<file path="src/rtl/ir_wand_tx.sv">
// Wand-side IR transmitter: sends a 16-bit code as a carrier-modulated,
// pulse-distance framed burst with a send/busy/done handshake.
module ir_wand_tx #(
  parameter int UNIT_CYCLES  = 28125,
  parameter int CARRIER_HALF = 658,
  parameter int GAP_UNITS    = 16
) (
  input  logic        clock,
  input  logic        reset,
  input  logic        send,
  input  logic [15:0] data,
  output logic        busy,
  output logic        done,
  output logic        ir_mark,
  output logic        ir_led
);

  localparam logic [2:0] S_IDLE       = 3'd0;
  localparam logic [2:0] S_LEAD_MARK  = 3'd1;
  localparam logic [2:0] S_LEAD_SPACE = 3'd2;
  localparam logic [2:0] S_BIT_MARK   = 3'd3;
  localparam logic [2:0] S_BIT_SPACE  = 3'd4;
  localparam logic [2:0] S_STOP_MARK  = 3'd5;
  localparam logic [2:0] S_GAP        = 3'd6;

  localparam int UNIT_W    = $clog2(UNIT_CYCLES + 1);
  localparam int CAR_W     = $clog2(CARRIER_HALF + 1);
  localparam int MAX_UNITS = (GAP_UNITS > 16) ? GAP_UNITS : 16;
  localparam int UNITS_W   = $clog2(MAX_UNITS + 1);

  localparam logic [UNIT_W-1:0] UNIT_LAST = UNIT_W'(UNIT_CYCLES - 1);
  localparam logic [CAR_W-1:0]  CAR_LAST  = CAR_W'(CARRIER_HALF - 1);

  logic [2:0]         state, state_nxt;
  logic [UNIT_W-1:0]  unit_cnt;
  logic [UNITS_W-1:0] units_cnt, units_tgt;
  logic [3:0]         bit_idx;
  logic [15:0]        shreg;
  logic [CAR_W-1:0]   car_cnt;
  logic               car_phase;
  logic               state_end;

  function automatic logic is_mark(input logic [2:0] s);
    return (s == S_LEAD_MARK) || (s == S_BIT_MARK) || (s == S_STOP_MARK);
  endfunction

  // Length of the current state in protocol units; a bit space encodes the
  // pending LSB of the shift register.
  always_comb begin
    units_tgt = '0;
    case (state)
      S_LEAD_MARK:  units_tgt = UNITS_W'(16);
      S_LEAD_SPACE: units_tgt = UNITS_W'(8);
      S_BIT_MARK:   units_tgt = UNITS_W'(1);
      S_BIT_SPACE:  units_tgt = shreg[0] ? UNITS_W'(3) : UNITS_W'(1);
      S_STOP_MARK:  units_tgt = UNITS_W'(1);
      S_GAP:        units_tgt = UNITS_W'(GAP_UNITS);
      default:      units_tgt = '0;
    endcase
  end

  assign state_end = (state != S_IDLE) && (unit_cnt == UNIT_LAST) &&
                     (units_cnt == units_tgt - 1'b1);

  always_comb begin
    state_nxt = state;
    case (state)
      S_IDLE:       if (send) state_nxt = S_LEAD_MARK;
      S_LEAD_MARK:  if (state_end) state_nxt = S_LEAD_SPACE;
      S_LEAD_SPACE: if (state_end) state_nxt = S_BIT_MARK;
      S_BIT_MARK:   if (state_end) state_nxt = S_BIT_SPACE;
      S_BIT_SPACE:  if (state_end) state_nxt = (bit_idx == 4'd15) ? S_STOP_MARK : S_BIT_MARK;
      S_STOP_MARK:  if (state_end) state_nxt = S_GAP;
      S_GAP:        if (state_end) state_nxt = S_IDLE;
      default:      state_nxt = S_IDLE;
    endcase
  end

  always_ff @(posedge clock) begin
    if (reset) begin
      state     <= S_IDLE;
      done      <= 1'b0;
      unit_cnt  <= '0;
      units_cnt <= '0;
      bit_idx   <= '0;
      shreg     <= '0;
      car_cnt   <= '0;
      car_phase <= 1'b1;
    end else begin
      state <= state_nxt;
      done  <= (state == S_GAP) && state_end;

      if ((state == S_IDLE) && send) begin
        shreg   <= data;
        bit_idx <= '0;
      end else if ((state == S_BIT_SPACE) && state_end) begin
        shreg   <= shreg >> 1;
        bit_idx <= bit_idx + 4'd1;
      end

      if ((state == S_IDLE) || state_end) begin
        unit_cnt  <= '0;
        units_cnt <= '0;
      end else if (unit_cnt == UNIT_LAST) begin
        unit_cnt  <= '0;
        units_cnt <= units_cnt + 1'b1;
      end else begin
        unit_cnt <= unit_cnt + 1'b1;
      end

      // Carrier only free-runs while staying inside a mark, so every mark
      // begins at phase 1 with a fresh half-period.
      if (is_mark(state) && is_mark(state_nxt)) begin
        if (car_cnt == CAR_LAST) begin
          car_cnt   <= '0;
          car_phase <= ~car_phase;
        end else begin
          car_cnt <= car_cnt + 1'b1;
        end
      end else begin
        car_cnt   <= '0;
        car_phase <= 1'b1;
      end
    end
  end

  assign busy    = (state != S_IDLE);
  assign ir_mark = is_mark(state);
  assign ir_led  = ir_mark & car_phase;

endmodule

</file>
<file path="config.mk">
export PLATFORM = sky130hd
export DESIGN_NAME = ir_wand_tx
export DESIGN_NICKNAME = d
export VERILOG_FILES = /design/src/rtl/ir_wand_tx.sv
export SDC_FILE = /design/constraint.sdc
export NUM_CORES = 1
export LEC_CHECK = 0
export BUFFER_PORTS_ARGS = -buffer_cell sky130_fd_sc_hd__buf_4
export CORE_ASPECT_RATIO = 0.8
export CORE_MARGIN = 1.5
export CORE_UTILIZATION = 47
export CTS_CLUSTER_SIZE = 25
export DETAILED_ROUTE_END_ITERATION = 7
export PLACE_DENSITY = 0.64
export SYNTH_ARGS = -nofsm -noshare
export SYNTH_HDL_FRONTEND = slang
export SYNTH_SLANG_ARGS = --single-unit
</file>
<file path="constraint.sdc">
create_clock -name clock -period 3.8 [get_ports clock]
set_clock_uncertainty 0.15 [all_clocks]
set_input_delay 0 -clock clock [delete_from_list [all_inputs] [get_ports clock]]
set_output_delay 0 -clock clock [all_outputs]
set_load 0.005 [all_outputs]
</file>
==> run metrics <==
status=complete, no violations; ys async rst share=0%; crit share post-route=94.48%; area leader, netlist=dfxtp_1; max-cap viol count=0; ranking of synthesized cells by area=dfxtp_1 41%, nor2_1 6.5%, xor2_1 6.5%; crit end category=flop; clock power share=32.2%; antenna violations before repair=0; Most used DFF post-synth=dfxtp_1; WHS=0.07105 ns; M1 GR Usage=23.88%; global routing usage on met3=4.201%; first-pass GRT wire length=9.177 mm; routability cong.=0.7854; DRT antenna net count=0; Final Hold Vio Count=0; layout cell share with drive strength beyond 1=13.52%; diodes inserted=0; DR WL/cell=12.75 um; full die area=6212 um^2; synthesized area=2700 um^2; switching share of power=23.03%; IO buf count=22; DR vias=2212; DIE HEIGHT=70.80 um; post-route cell area=3332 um^2; Pins Over Slew Limit=0; largest net degree at the start of global routing=31; drt pass-1 iters=4; placed cell area=2883 um^2; relative slew slack=44.42%; cell-internal power=0.8313 mW; maximum VDD drop=0.1531 mV; Starting DRT DRC Count=96; Routed WL=5.520 mm; Seq pwr share=55.7%; FP Rows=24; Worst-path clk slew=0.10 ns; number of top-level pins=23; vias per cell=5.109; Synth Net Count=332; Inserted Clock Buffers=5; Initial Util=49.13%; sequential cell area fraction in the yosys report=40.78%; switching pwr=0.2488 mW; min cycle time layout=3.590 ns; Fmax=278.5 MHz; YS warnings=0; Worst EP arrival=3.63 ns; GRT Max-Usage Layer=met2; Synth cell types=45; DRC viols=0; core box area=5495 um^2; H-tree levels=2; logic gate share of total power=12.1%; Synth Area per Inst=8.824 um^2; Critical Path RT=3.84 ns; share of the synthesized area in the top cell type=40.78%; HP Class=primary input to flop; FF+latch count, synth=55; Post-synth EDFFs=0; TritonCTS clock tree=built; Setup TNS=0 ns; Worst Setup Start Kind=flop; Layout Area Growth over Synthesis=23.40%; clk root buf=clkbuf_8; Crit Path Max Fanout=16; Total GRT Usage=18.41%; Final #Nets=380; synthesized netlist cell count=306; Final HPWL DP=3.285 mm; Remaining Overflow, GRT=0; worst slew pin tran=0.8317 ns; GR Util met2=30.79%; vias in the first global route=2044; CP Class=flop to flop; clk_lat worst skew=0.30 ns; Clock Path Buffers=2; Cell Pwr Density=324.2 nW/um^2; Die X=87.74 um; unrepaired setup endpoints after global routing=false; Num Clock Sinks=55; Final setup viols=0; Post-CTS Setup Inserts=0; Pleak=1.343 nW
## routing by layer
metal  vias up  routed length, um
li1       1147                  -
met1      1040               2694
met2        21               2666
met3         4                112
met4         0                 46
met5         -                  0
## stage by stage
stage	power (mW)	setup slack, ns	utilization [%]	instances
2_1_floorplan	0.6786	1.369	-	306
3_3_place_gp	0.7075	0.8388	52.46	391
3_5_place_dp	0.7102	0.7243	52.46	391
4_1_cts	1.088	0.1429	60.29	432
5_1_grt	1.137	0.04708	60.63	433
6_report	1.080	0.2098	60.63	433
## power by group through the flow
stage | clock network (mW) | logic [mW] | registers (mW)
after floorplan | 0 | 0.0667 | 0.612
after detailed placement | 0 | 0.0947 | 0.616
after global placement | 0 | 0.0924 | 0.615
final | 0.347 | 0.131 | 0.602
after CTS | 0.358 | 0.128 | 0.602
after global routing | 0.388 | 0.144 | 0.605
## synthesized netlist by cell type (all sizes together), types with 2 or more instances
master	number
mux2i	12
nand2b	11
a211o	2
buf	8
o211ai	2
xnor2	11
a21oi	3
nand4	4
nor4	10
clkbuf	8
nor2	56
nand3	18
nor4b	3
nor3	20
xor2	20
or4	2
or3	6
nor2b	2
and4	2
and3	2
ha	7
inv	10
nor3b	5
dfxtp	55
nand2	14
o31ai	2
## cell families after synthesis
group | synth area share [%]
compound gates | 4.124
xor+xnor | 10.06
fa+ha+maj | 3.244
buf+inv | 4.634
flops | 40.78
mux | 4.449
simple gates | 32.72
## state kept, by name, indices dropped and copies added, names as in the netlist
signal and flops:
state 3, bit_idx 4, shreg 16, car_phase 1, done 1, units_cnt 5, unit_cnt 15, car_cnt 10
## final timing paths
kind	start	end	slack (ns)	cells past startpoint
worst min register to register	unit_cnt[0]	unit_cnt[0]	0.33	1
worst max-delay path	state[0]	shreg[8]	0.21	9
worst max register to register	state[0]	shreg[8]	0.21	9
worst min-delay path	send	state[0]	0.07	4
## critical path, stage by stage (launching register included)
cell and delay (ns):
dfxtp_1 0.65, and3b_1 0.27, nor2_1 0.07, ha_1 0.30
xnor2_1 0.16, nor4_2 0.40, nand4_2 0.51, mux2i_1 0.33
nor3_1 0.07, dlygate4sd3_1 0.56
## placed cells by master, fill, tap and decap left out, drive strengths merged, types with 2 or more instances in the layout
cell type / n
or3: 6
dlygate4sd3: 33
nand2: 14
nor4: 10
nor2: 56
and3: 2
nor4b: 3
mux2i: 12
nand4: 5
xnor2: 11
nor3: 20
o31ai: 2
dfxtp: 55
or4: 2
nor2b: 2
a211o: 2
o211ai: 2
inv: 10
nor3b: 5
xor2: 20
a21oi: 3
nand3: 18
clkbuf: 8
ha: 7
nand2b: 11
buf: 23
and4: 2
## final cells by class
type / instances / area, um^2
fillers: 493 / 2163
multi-input cells: 226 / 1493
flip-flops and latches: 55 / 1101
repair buffers: 56 / 503.0
clock buffers: 8 / 100.1
well taps: 78 / 97.59
inverters: 10 / 37.54
## repair_timing
action                     in CTS  in global routing
hold endpoints to repair       23                  0
gates resized for setup         0                  1
setup endpoints to repair       0                  6
hold buffers                   33                  0
Note: power is estimated with default switching activity, not from simulation.
